## config.mk

```make
export PLATFORM = sky130hd
export DESIGN_NAME = pin_entry_controller
export DESIGN_NICKNAME = d
export VERILOG_FILES = /design/src/rtl/pin_entry_controller.sv
export SDC_FILE = /design/constraint.sdc
export NUM_CORES = 1
export LEC_CHECK = 0
export BUFFER_PORTS_ARGS = -buffer_cell sky130_fd_sc_hd__buf_2
export CAP_MARGIN = 15
export CORE_UTILIZATION = 40
export DETAILED_ROUTE_END_ITERATION = 8
export PLACE_DENSITY = 0.65
export SLEW_MARGIN = 20
export SYNTH_ARGS = -nofsm -noshare
export SYNTH_HDL_FRONTEND = slang
export SYNTH_SLANG_ARGS = --single-unit
export TNS_END_PERCENT = 100
```

## constraint.sdc

```tcl
create_clock -name clk -period 4.44 [get_ports clk]
set_input_delay 0 -clock clk [delete_from_list [all_inputs] [get_ports clk]]
set_output_delay 0 -clock clk [all_outputs]
set_load 0.005 [all_outputs]
```

## src/rtl/pin_entry_controller.sv

```systemverilog
`default_nettype none
// ============================================================================
// Module      : pin_entry_controller
// Description : Keypad PIN sequencer: buffers 4 BCD digits, submits to checker,
//               reports unlock / fail / lockout verdict.
// Revision    : 1.0  initial release
// ============================================================================
module pin_entry_controller #(
  parameter int ENTRY_TIMEOUT = 1000,
  parameter int RESULT_LAT    = 2
) (
  input  logic        clk,
  input  logic        reset,
  input  logic        key_valid,
  input  logic [3:0]  key_code,
  input  logic        chk_granted,
  input  logic        chk_denied,
  output logic [15:0] pin_out,
  output logic        pin_valid,
  output logic [2:0]  digit_count,
  output logic        busy,
  output logic        unlock,
  output logic        fail,
  output logic        locked,
  output logic        key_err,
  output logic        timeout
);

  localparam int IW = $clog2(ENTRY_TIMEOUT);
  localparam int LW = (RESULT_LAT > 1) ? $clog2(RESULT_LAT) : 1;
  localparam logic [IW-1:0] C_IDLE_MAX = IW'(ENTRY_TIMEOUT - 1);
  localparam logic [LW-1:0] C_LAT_MAX  = LW'(RESULT_LAT - 1);

  localparam logic [2:0] C_ST_IDLE    = 3'd0;
  localparam logic [2:0] C_ST_ENTRY   = 3'd1;
  localparam logic [2:0] C_ST_SUBMIT  = 3'd2;
  localparam logic [2:0] C_ST_WAIT    = 3'd3;
  localparam logic [2:0] C_ST_LOCKOUT = 3'd4;

  logic [2:0]    state_q, state_d;
  logic [15:0]   buf_q, buf_d;
  logic [2:0]    cnt_q, cnt_d;
  logic [IW-1:0] idle_q, idle_d;
  logic [LW-1:0] lat_q, lat_d;

  logic [15:0] pin_out_q, pin_out_d;
  logic        pin_valid_q, pin_valid_d;
  logic [2:0]  digit_count_q, digit_count_d;
  logic        busy_q, busy_d;
  logic        locked_q, locked_d;
  logic        unlock_q, unlock_d;
  logic        fail_q, fail_d;
  logic        key_err_q, key_err_d;
  logic        timeout_q, timeout_d;

  logic w_is_digit;
  assign w_is_digit = (key_code <= 4'd9);

  always_ff @(posedge clk or posedge reset) begin
    if (reset) begin
      state_q       <= C_ST_IDLE;
      buf_q         <= '0;
      cnt_q         <= '0;
      idle_q        <= '0;
      lat_q         <= '0;
      pin_out_q     <= '0;
      pin_valid_q   <= 1'b0;
      digit_count_q <= '0;
      busy_q        <= 1'b0;
      locked_q      <= 1'b0;
      unlock_q      <= 1'b0;
      fail_q        <= 1'b0;
      key_err_q     <= 1'b0;
      timeout_q     <= 1'b0;
    end else begin
      state_q       <= state_d;
      buf_q         <= buf_d;
      cnt_q         <= cnt_d;
      idle_q        <= idle_d;
      lat_q         <= lat_d;
      pin_out_q     <= pin_out_d;
      pin_valid_q   <= pin_valid_d;
      digit_count_q <= digit_count_d;
      busy_q        <= busy_d;
      locked_q      <= locked_d;
      unlock_q      <= unlock_d;
      fail_q        <= fail_d;
      key_err_q     <= key_err_d;
      timeout_q     <= timeout_d;
    end
  end

  always_comb begin
    state_d   = state_q;
    buf_d     = buf_q;
    cnt_d     = cnt_q;
    idle_d    = idle_q;
    lat_d     = lat_q;
    unlock_d  = 1'b0;
    fail_d    = 1'b0;
    key_err_d = 1'b0;
    timeout_d = 1'b0;
    case (state_q)
      C_ST_IDLE, C_ST_ENTRY: begin
        if (state_q == C_ST_ENTRY) idle_d = idle_q + IW'(1);
        if (key_valid) begin
          idle_d = '0;
          if (w_is_digit) begin
            if (cnt_q == 3'd4) begin
              key_err_d = 1'b1;
            end else begin
              buf_d   = {buf_q[11:0], key_code};
              cnt_d   = cnt_q + 3'd1;
              state_d = C_ST_ENTRY;
            end
          end else begin
            case (key_code)
              4'hA: begin
                buf_d   = '0;
                cnt_d   = '0;
                state_d = C_ST_IDLE;
              end
              4'hB: begin
                if (cnt_q != 3'd0) begin
                  buf_d = buf_q >> 4;
                  cnt_d = cnt_q - 3'd1;
                  if (cnt_q == 3'd1) state_d = C_ST_IDLE;
                end
              end
              4'hE: begin
                if (cnt_q == 3'd4) begin
                  state_d = C_ST_SUBMIT;
                end else begin
                  key_err_d = 1'b1;
                  buf_d     = '0;
                  cnt_d     = '0;
                  state_d   = C_ST_IDLE;
                end
              end
              default: key_err_d = 1'b1;
            endcase
          end
        end else if (state_q == C_ST_ENTRY && idle_q == C_IDLE_MAX) begin
          buf_d     = '0;
          cnt_d     = '0;
          timeout_d = 1'b1;
          state_d   = C_ST_IDLE;
        end
        if (state_d != C_ST_ENTRY) idle_d = '0;
      end
      C_ST_SUBMIT: begin
        key_err_d = key_valid;
        lat_d     = '0;
        state_d   = C_ST_WAIT;
      end
      C_ST_WAIT: begin
        key_err_d = key_valid;
        if (lat_q == C_LAT_MAX) begin
          // Deny outranks grant: a locked-out checker may still echo granted.
          if (chk_denied) begin
            state_d = C_ST_LOCKOUT;
          end else if (chk_granted) begin
            unlock_d = 1'b1;
            state_d  = C_ST_IDLE;
          end else begin
            fail_d  = 1'b1;
            state_d = C_ST_IDLE;
          end
          buf_d = '0;
          cnt_d = '0;
        end else begin
          lat_d = lat_q + LW'(1);
        end
      end
      C_ST_LOCKOUT: begin
        key_err_d = key_valid;
        if (!chk_denied) state_d = C_ST_IDLE;
      end
      default: begin
        state_d = C_ST_IDLE;
        buf_d   = '0;
        cnt_d   = '0;
        idle_d  = '0;
      end
    endcase
  end

  always_comb begin
    pin_out_d     = (state_d == C_ST_SUBMIT || state_d == C_ST_WAIT) ? buf_d : 16'h0000;
    pin_valid_d   = (state_d == C_ST_SUBMIT);
    digit_count_d = (state_d == C_ST_IDLE || state_d == C_ST_ENTRY) ? cnt_d : 3'd0;
    busy_d        = (state_d == C_ST_SUBMIT) || (state_d == C_ST_WAIT) ||
                    (state_d == C_ST_LOCKOUT);
    locked_d      = (state_d == C_ST_LOCKOUT);
  end

  assign pin_out     = pin_out_q;
  assign pin_valid   = pin_valid_q;
  assign digit_count = digit_count_q;
  assign busy        = busy_q;
  assign locked      = locked_q;
  assign unlock      = unlock_q;
  assign fail        = fail_q;
  assign key_err     = key_err_q;
  assign timeout     = timeout_q;

endmodule
`default_nettype wire
```

==> results of run 1 <==
==> stage by stage <==
stage | setup WS, ps | power [mW] | util [%]
global placement | 2037 | 1.347 | 44.68
floorplan | 2322 | 1.197 | -
global route | 1746 | 2.054 | 48.46
detailed placement | 1981 | 1.359 | 44.68
finish | 1967 | 1.921 | 48.46
CTS | 1956 | 1.923 | 48.35
==> synth_stat cells, drive strengths merged, types with 2 or more instances <==
| cell | n | share of area [%] |
|---|---|---|
| o311ai | 2 | 0.58 |
| or2 | 2 | 0.42 |
| nor4 | 2 | 0.42 |
| buf | 3 | 0.67 |
| mux2i | 3 | 1.0 |
| dfrtp | 59 | 49 |
| nand2 | 34 | 4.3 |
| nand3 | 19 | 3.2 |
| a21o | 3 | 0.75 |
| nor3b | 3 | 0.75 |
| nand2b | 5 | 1.0 |
| inv | 10 | 1.3 |
| a22o | 16 | 4.7 |
| nor2 | 25 | 3.1 |
| and3 | 6 | 1.3 |
| a21oi | 26 | 4.3 |
| a22oi | 11 | 2.8 |
| o31ai | 3 | 0.75 |
| nand4b | 2 | 0.58 |
| nor2b | 4 | 1.1 |
| a2bb2oi | 2 | 0.58 |
| nor3 | 3 | 0.50 |
| a31oi | 10 | 2.1 |
| and3b | 2 | 0.58 |
| ha | 6 | 2.5 |
| nand4 | 2 | 0.42 |
| clkbuf | 16 | 2.0 |
| o21ai | 20 | 3.3 |
| o21a | 4 | 1.0 |
==> path summary, 6_finish.rpt <==
| path | from | to | slack [ps] | cells after the start |
|---|---|---|---|---|
| setup / recovery | cnt_q[0]$_DFF_PP0_ | pin_out[0]$_DFF_PP0_ | 1970 | 8 |
| hold / removal | key_valid | timeout$_DFF_PP0_ | 50 | 2 |
| setup reg to reg | cnt_q[0]$_DFF_PP0_ | pin_out[0]$_DFF_PP0_ | 1970 | 8 |
| hold reg to reg | lat_q$_DFFE_PP0P_ | lat_q$_DFFE_PP0P_ | 510 | 2 |
| max in group asynchronous | reset | idle_q[2]$_DFFE_PP0P_ | 3530 | 4 |
| min in group asynchronous | reset | idle_q[9]$_DFFE_PP0P_ | 420 | 4 |
==> sequential cells by signal, indices dropped and copies added, names as in the netlist <==
| register | cells |
|---|---|
| pin_out | 16 |
| pin_valid | 1 |
| lat_q | 1 |
| timeout | 1 |
| key_err | 1 |
| digit_count | 3 |
| fail | 1 |
| busy | 1 |
| cnt_q | 3 |
| idle_q | 10 |
| unlock | 1 |
| locked | 1 |
| state_q | 3 |
| buf_q | 16 |
==> cells in the final DEF, fill, tap and decap left out, drive strengths merged, types with 4 or more instances in the layout <==
master	n
a21oi	26
a22o	16
a22oi	11
a31oi	10
and3	6
buf	38
clkbuf	11
clkinv	4
dfrtp	59
dlygate4sd3	4
ha	6
inv	10
nand2	34
nand2b	5
nand3	19
nor2	25
nor2b	4
o21a	4
o21ai	20
==> kinds of logic (layout without fill, tap and decap cells) <==
kind of cell	count (synthesis)	in the layout	share of synthesized area [%]
adders and majority gates	6	6	2.505
buffers and inverters	30	69	4.050
muxes	3	3	1.002
AOI/OAI and AO/OA	108	108	24.09
DFF	59	59	49.27
and+or+nand+nor	114	114	19.08
==> timing repair <==
| item | in CTS | in global routing |
|---|---|---|
| hold endpoints to repair | 63 | 0 |
| endpoints found under the setup margin | 0 | 0 |
| hold buffers | 4 | 0 |
==> final cells by class <==
class                   instances  share of cell area [%]
clock buffers                  11                   4.308
clock inverters                 5                   2.136
well taps                      99                   3.524
multi-input cells             231                   40.01
inverters                      11                   1.175
flip-flops and latches         59                   42.01
repair buffers                 42                   6.835
==> metal layers <==
metal  vias up  track usage, %
met2        74           29.65
met3        13           3.731
met4         0           10.41
li1       1231               -
met5         -               0
met1      1232           27.60
==> power by group through the flow <==
stage	sequential [mW]	clock (mW)	combinational [mW]
floorplan	0.746	0	0.451
global placement	0.787	0	0.560
detailed placement	0.793	0	0.566
CTS	0.783	0.568	0.571
global route	0.809	0.597	0.648
finish	0.785	0.562	0.574
==> flow_summary.ini, run 1 <==
[routing]
dr.max_layer_used = met4
dr_wl_met3_um = 375
routedLengthMet1_um = 3438
detailroute.wirelength.met2_um = 3157
initialDrtViolationCount = 149
final_antenna_net_count = 0
detail_route.wirelength_um = 7099
via_count = 2550
viasPerCell = 5.568
drc = 0
routed_length_per_placed_instance_um = 15.50
drt_pre_antenna_iters = 4

[place]
placement.io_buffers = 34
hpwl_um = 4725
routability_congestion_estimate_from_global_placement = 0.8608
place.detailed.instances = 438
placedInstanceArea_um2 = 3241

[power_and_ir_drop]
p_leak_nw = 1.714
netSwitchingFraction_pct = 35.71
internal-power_mw = 1.235
max-vdd-ir-drop_mv = 0.1807
power.share.sequential_pct = 40.8
pwr-share-comb_pct = 29.9
power.density_nw_per_um2 = 546.7
pwr-share-clk_pct = 29.3
switchingPower_mw = 0.6862

[setup_path]
worstPathRequired_ps = 4660
cpPeakStageDelay_ps = 470
crit_path_start_kind = register
path_cells = inv_1, ha_1, nand2_1, clkinv_1, nand2_1, nand4b_1, nand3_1, a31oi_1
cp.buffers_inverters = 2
timing.critical_path.slowest_stage_cell = sky130_fd_sc_hd__nand4b_1
cp_max_fo = 12
cp.arrival_ps = 2690
end_kind = register
worst_path_most_repeated_cell = sky130_fd_sc_hd__nand2_1
critical_path_start_end_classification = reg -> reg
critical-path-top-delay-family = simple AND/OR/NAND/NOR gates

[sta]
slew_violations = 0
slew_headroom_pct = 49.79
finalSetupViolCount = 0
hold_violation_count_in_the_final_report = 0
worst_tran_pin_value_ps = 753.2
fmaxAchievable_ghz = 0.4044
hold_ws_ps = 51.83
fin_crit_ps = 2473
fin_worst_skew_ps = 7.961
rsz0062_at_grt = false
final.setup.tns_ps = 0
period_share_pct = 55.69

[logic_synthesis]
asyncSetResetFlopFracSynth_pct = 100.0
synth-warning-count = 0
synth-main-ff-cell = sky130_fd_sc_hd__dfrtp_1
sequential_share_of_the_synthesized_area_pct = 49.27
yosysUniqueCellTypes = 50
netlist_area_um2 = 2997
postSynthNetCount = 335
postSynthCellCount = 320
syn-mean-instance-area_um2 = 9.364
postSynthRegisterBits = 59
synth-edff-count = 0

[cells_and_area]
multiInputGateArea_um2 = 1406
filler_cell_count = 702
design.final.nets = 369
insertedDiodeCount = 0
drive_gt1_share_pct = 16.99
regArea_um2 = 1476
finalNonFillerCells = 458
final_design_area_no_fill_um2 = 3515
flow.area_growth_from_synthesis_pct = 17.29

[cts]
max-clock-path-buffers = 2
htreeDepth = 3
insertion_delay_ps = 350
postCtsSetupRepairBufs = 0
cts_root_buffer = sky130_fd_sc_hd__clkbuf_8
cts_buffer_count = 9
register_clock_pin_slew_on_the_reported_worst_setup_and_hold_paths_ps = 70
cts_resized = 0
cts.sinks = 59
clock_tree_from_tritoncts = done

[global_routing]
maximum_number_of_pins_on_one_net_before_global_route_repair = 60
gr-total-overflow = 0
global_route.usage.total_pct = 19.93
grt_pass1_wl_um = 11670
via_count_of_the_first_global_routing_pass = 2341
grt_antenna_before_repair = 0

[die]
initial_core_util_pct = 41.31
core-area_um2 = 7253
boundaryPins = 35
fp_rows = 31
dieWidth_um = 88.56
chipHeight_um = 88.56
die-area_um2 = 7842

[min_path]
min-delay-path-class = in -> reg

[flow_run]
maxCapViolations = 0

[status]
run_status = complete, no violations
Note: power is estimated with default switching activity, not from simulation.
==> run 2, diff against run 1 <==
Clock period 4.44 ns to 2.4 ns, I/O delays scaled along.
==> run 2 against run 1 <==
  * Worst hold slack better by 49 ps
  * Via count fell by 0.63%
  * Global-route usage up 0.39 points
  * Register-to-register slack worse by 1800 ps
  * Sequential cell count is the same
  * Largest cell class unchanged
  * First-iteration DRC count increased by 40%
==> flow_summary.ini, run 2 (synthesized netlist as in run 1, its figures left out) <==
[cts]
register_clock_pin_slew_on_the_reported_worst_setup_and_hold_paths_ps = 60
cts.sinks = 59
postCtsSetupRepairBufs = 0
cts_buffer_count = 9
insertion_delay_ps = 340
max-clock-path-buffers = 2
cts_root_buffer = sky130_fd_sc_hd__clkbuf_8
clock_tree_from_tritoncts = done
htreeDepth = 3

[die]
initial_core_util_pct = 41.31
die-area_um2 = 7842
chipHeight_um = 88.56
dieWidth_um = 88.56
fp_rows = 31
core-area_um2 = 7253
boundaryPins = 35

[routing]
viasPerCell = 5.415
drc = 0
drt_pre_antenna_iters = 4
final_antenna_net_count = 0
routed_length_per_placed_instance_um = 15.28
via_count = 2534
initialDrtViolationCount = 208
detail_route.wirelength_um = 7152

[cells_and_area]
insertedDiodeCount = 0
multiInputGateArea_um2 = 1399
regArea_um2 = 1478
layout.cells.most_common = sky130_fd_sc_hd__dfrtp_1
filler_cell_count = 719
drive_gt1_share_pct = 19.51
design.final.nets = 380
mostFrequentLayoutCells = 58 x sky130_fd_sc_hd__dfrtp_1, 34 x sky130_fd_sc_hd__nand2_1, 34 x sky130_fd_sc_hd__buf_2
flow.area_growth_from_synthesis_pct = 19.00

[sta]
rsz0062_at_grt = false
fin_crit_ps = 2267
hold_ws_ps = 100.6
slew_headroom_pct = 51.55
worst_tran_pin_value_ps = 726.8
finalSetupViolCount = 0
fin_worst_skew_ps = 8.135
final.setup.tns_ps = 0
slew_violations = 0
fmaxAchievable_ghz = 0.4411
period_share_pct = 94.46
hold_violation_count_in_the_final_report = 0

[place]
placement.io_buffers = 34
hpwl_um = 4876
routability_congestion_estimate_from_global_placement = 0.8670

[setup_path]
worstPathRequired_ps = 2620
cp_max_fo = 8
end_kind = register
cp.arrival_ps = 2490
critical_path_start_end_classification = reg -> reg
worstReg2RegStart = idle_q[3]$_DFFE_PP0P_
timing.critical_path.from = idle_q[3]$_DFFE_PP0P_
crit_path_start_kind = register

[global_routing]
grt_pass1_wl_um = 12090
via_count_of_the_first_global_routing_pass = 2431
global_route.usage.total_pct = 20.33
grt_antenna_before_repair = 0
maximum_number_of_pins_on_one_net_before_global_route_repair = 60
gr-total-overflow = 0

[min_path]
min-delay-start = key_valid
min-delay-path-class = in -> reg

[power_and_ir_drop]
max-vdd-ir-drop_mv = 0.3651
p_leak_nw = 1.747
power.density_nw_per_um2 = 966.3
design_power_total_mw = 3.446

[flow_run]
maxCapViolations = 0

[status]
run_status = complete, no violations
run 2: final timing paths:
kind / cells after the start / slack, ps / endpoint
worst max-delay path: 5 / 130 / digit_count[2]$_DFF_PP0_
worst min-delay path: 3 / 100 / buf_q[15]$_DFF_PP0_
worst max register to register: 5 / 130 / digit_count[2]$_DFF_PP0_
worst min register to register: 2 / 510 / lat_q$_DFFE_PP0P_
max in group asynchronous: 4 / 1470 / cnt_q[0]$_DFF_PP0_
min in group asynchronous: 4 / 410 / unlock$_DFF_PP0_
run 2: timing repair:
item | in CTS | in global routing
hold buffers | 4 | 0
setup endpoints to repair | 0 | 24
hold endpoints to repair | 63 | 0
resized for setup | 0 | 2
run 2: critical path: stages (launching register included):
cell and delay, ps:
sky130_fd_sc_hd__dfrtp_1 460, sky130_fd_sc_hd__or3b_1 390, sky130_fd_sc_hd__or4_4 450, sky130_fd_sc_hd__o21a_1 310, sky130_fd_sc_hd__a311o_1 420, sky130_fd_sc_hd__nor2b_4 130
run 2: layout make-up:
type | instances | share of cell area, %
multi-input combinational | 231 | 39.23
inverter | 11 | 1.263
clock buffer | 14 | 5.404
timing repair buffer | 53 | 9.053
clock inverter | 1 | 0.1404
sequential | 59 | 41.44
tap | 99 | 3.474
run 2: metal layers:
layer	GRT usage [%]	part of all wire, %	vias to the layer above
met5	0	0	-
met4	6.745	1.3	0
met3	4.944	4.2	7
met2	30.35	44	64
met1	28.88	50	1205
li1	-	-	1258
run 2: power breakdown:
| part | internal [mW] | switching (mW) |
|---|---|---|
| clock network | 0.509 | 0.371 |
| registers | 1.22 | 0.243 |
| logic | 0.471 | 0.633 |
| total | 2.20 | 1.25 |
run 2: through the flow:
step / util, % / worst slack [ps] / instance area, µm² / instances
finish: 49.16 / 133.0 / 3566 / 468
detailed placement: 45.82 / 107.9 / 3323 / 449
global placement: 45.82 / 183.6 / 3323 / 449
CTS: 49.09 / 92.30 / 3561 / 468
global route: 49.16 / 6.048 / 3566 / 468
floorplan: - / 282.4 / 2997 / 320
==> run 3, diff against run 2 <==
Settings changed: PLACE_DENSITY 0.65 to 0.67.
Clock period 2.4 ns to 1.8 ns, I/O delays scaled along.
==> run 3 against run 2 <==
  * The run now ends with negative setup slack left
  * Via count grew 6.7%
  * Clock skew about the same
  * Cell count grew 6.4%
  * Non-clock buffer count rose by 30
  * Critical path depth rose by 1
  * Count of clock-buffer cells in the layout is 1 lower
==> flow_summary.ini, run 3 (synthesized netlist as in run 1, its figures left out) <==
[setup_path]
worstReg2RegStart = idle_q[4]$_DFFE_PP0P_
worstPathRequired_ps = 2000
crit_end = pin_out[0]$_DFF_PP0_
r2r_slack_ps = -130
cp.buffers_inverters = 1
timing.critical_path.slowest_stage_cell = sky130_fd_sc_hd__or4_4
path_cells = or3b_1, or4_4, o21a_4, buf_12, o211ai_1, a31oi_1
worst_r2r_endpoint = pin_out[0]$_DFF_PP0_
cpPeakStageDelay_ps = 430
timing.critical_path.from = idle_q[4]$_DFFE_PP0P_
cp_max_fo = 10
crit_cells = 6
critical-path-top-delay-family = simple AND/OR/NAND/NOR gates
timing.reg2reg.worst_path_depth = 6
critical_path_start_end_classification = reg -> reg
crit_path_start_kind = register
cp.arrival_ps = 2130
end_kind = register

[global_routing]
via_count_of_the_first_global_routing_pass = 2510
global_route.usage.total_pct = 20.61
grt_antenna_before_repair = 0
gr-total-overflow = 0
grt_pass1_wl_um = 12080
maximum_number_of_pins_on_one_net_before_global_route_repair = 32

[routing]
drc = 0
routed_length_per_placed_instance_um = 14.91
viasPerCell = 5.430
initialDrtViolationCount = 288
drt_pre_antenna_iters = 5
via_count = 2704
final_antenna_net_count = 0
detail_route.wirelength_um = 7425

[sta]
rsz0062_at_grt = true
fin_crit_ps = 1929
slew_headroom_pct = 64.01
finalSetupViolCount = 32
hold_ws_ps = 148.3
hold_violation_count_in_the_final_report = 0
post_route_setup_slack_ps = -128.6
final.setup.tns_ps = -1437
fin_worst_skew_ps = 8.466
worst_tran_pin_value_ps = 534.3
fmaxAchievable_ghz = 0.5185
slew_violations = 0
period_share_pct = 107.1

[cells_and_area]
design.final.nets = 410
postLayoutCoreUtil_pct = 54.68
drive_gt1_share_pct = 32.33
mostFrequentLayoutCells = 59 x sky130_fd_sc_hd__dfrtp_1, 41 x sky130_fd_sc_hd__buf_4, 34 x sky130_fd_sc_hd__buf_2
insertedDiodeCount = 0
flow.area_growth_from_synthesis_pct = 32.36
layout.cells.most_common = sky130_fd_sc_hd__dfrtp_1

[cts]
max-clock-path-buffers = 2
htreeDepth = 3
cts_buffer_count = 9
clock_tree_from_tritoncts = done
register_clock_pin_slew_on_the_reported_worst_setup_and_hold_paths_ps = 60
cts.sinks = 59
cts_root_buffer = sky130_fd_sc_hd__clkbuf_8
insertion_delay_ps = 340

[die]
initial_core_util_pct = 41.31
chipHeight_um = 88.56
dieWidth_um = 88.56
core-area_um2 = 7253
boundaryPins = 35
die-area_um2 = 7842
fp_rows = 31

[power_and_ir_drop]
power.density_nw_per_um2 = 1251
design_power_total_mw = 4.961
p_leak_nw = 1.927
max-vdd-ir-drop_mv = 0.6430

[status]
violated_checks = negative setup slack
run_status = finished with violations

[flow_run]
maxCapViolations = 0

[min_path]
min-delay-path-class = in -> reg
hold_path_cell_cnt = 4

[place]
routability_congestion_estimate_from_global_placement = 0.9015
hpwl_um = 5317
placement.io_buffers = 34
[run 3: how the worst min path moves through the flow]
stage	from	endpoint	slack (ps)
after floorplan	chk_denied	fail$_DFF_PP0_	70
after global placement	reset	lat_q$_DFFE_PP0P_	90
after detailed placement	reset	fail$_DFF_PP0_	100
after CTS	key_code[1]	buf_q[1]$_DFF_PP0_	150
after global routing	key_code[1]	buf_q[1]$_DFF_PP0_	230
final	key_code[1]	buf_q[1]$_DFF_PP0_	150
[run 3: metal layers]
layer  GRT usage (%)  vias up  routed length [µm]
met2           30.35       75                3338
met4           8.651        0                 133
met3           5.410       13                 385
met5               0        -                   0
met1           28.69     1294                3566
li1                -     1322                   -
[run 3: per-stage QoR]
step / setup slack (ps) / instances / instance area [µm²]
final: -128.6 / 498 / 3966
after global routing: -190.2 / 498 / 3966
after CTS: -159.4 / 498 / 3880
after detailed placement: -199.0 / 477 / 3570
after global placement: -174.7 / 477 / 3570
after floorplan: -291.7 / 320 / 3023
[run 3: worst min-delay path, cell delays in order]
cell	delay, ps
sky130_fd_sc_hd__buf_2	170
sky130_fd_sc_hd__a22o_1	170
sky130_fd_sc_hd__a22oi_2	60
sky130_fd_sc_hd__nand2_1	60
[run 3: layout make-up]
class / instances / area (µm²)
Clock buffer: 13 / 168.9
Clock inverter: 2 / 10.01
Fill cell: 661 / 3287
Inverter: 11 / 42.54
Multi-Input combinational cell: 231 / 1565
Sequential cell: 59 / 1476
Tap cell: 99 / 123.9
Timing Repair Buffer: 83 / 579.3
[run 3: what timing repair did]
action / CTS / global route
gates resized for setup: 14 / 18
pin swaps: 7 / 4
endpoints found under the hold margin: 64 / 0
hold buffers: 5 / 0
endpoints found under the setup margin: 33 / 40
setup buffers: 1 / 0
[run 3: where the power goes]
part           internal, mW  switching (mW)  total [mW]
Clock                 0.600           0.478        1.08
Sequential             1.62           0.302        1.93
Combinational         0.908            1.05        1.96
Total                  3.13            1.83        4.96
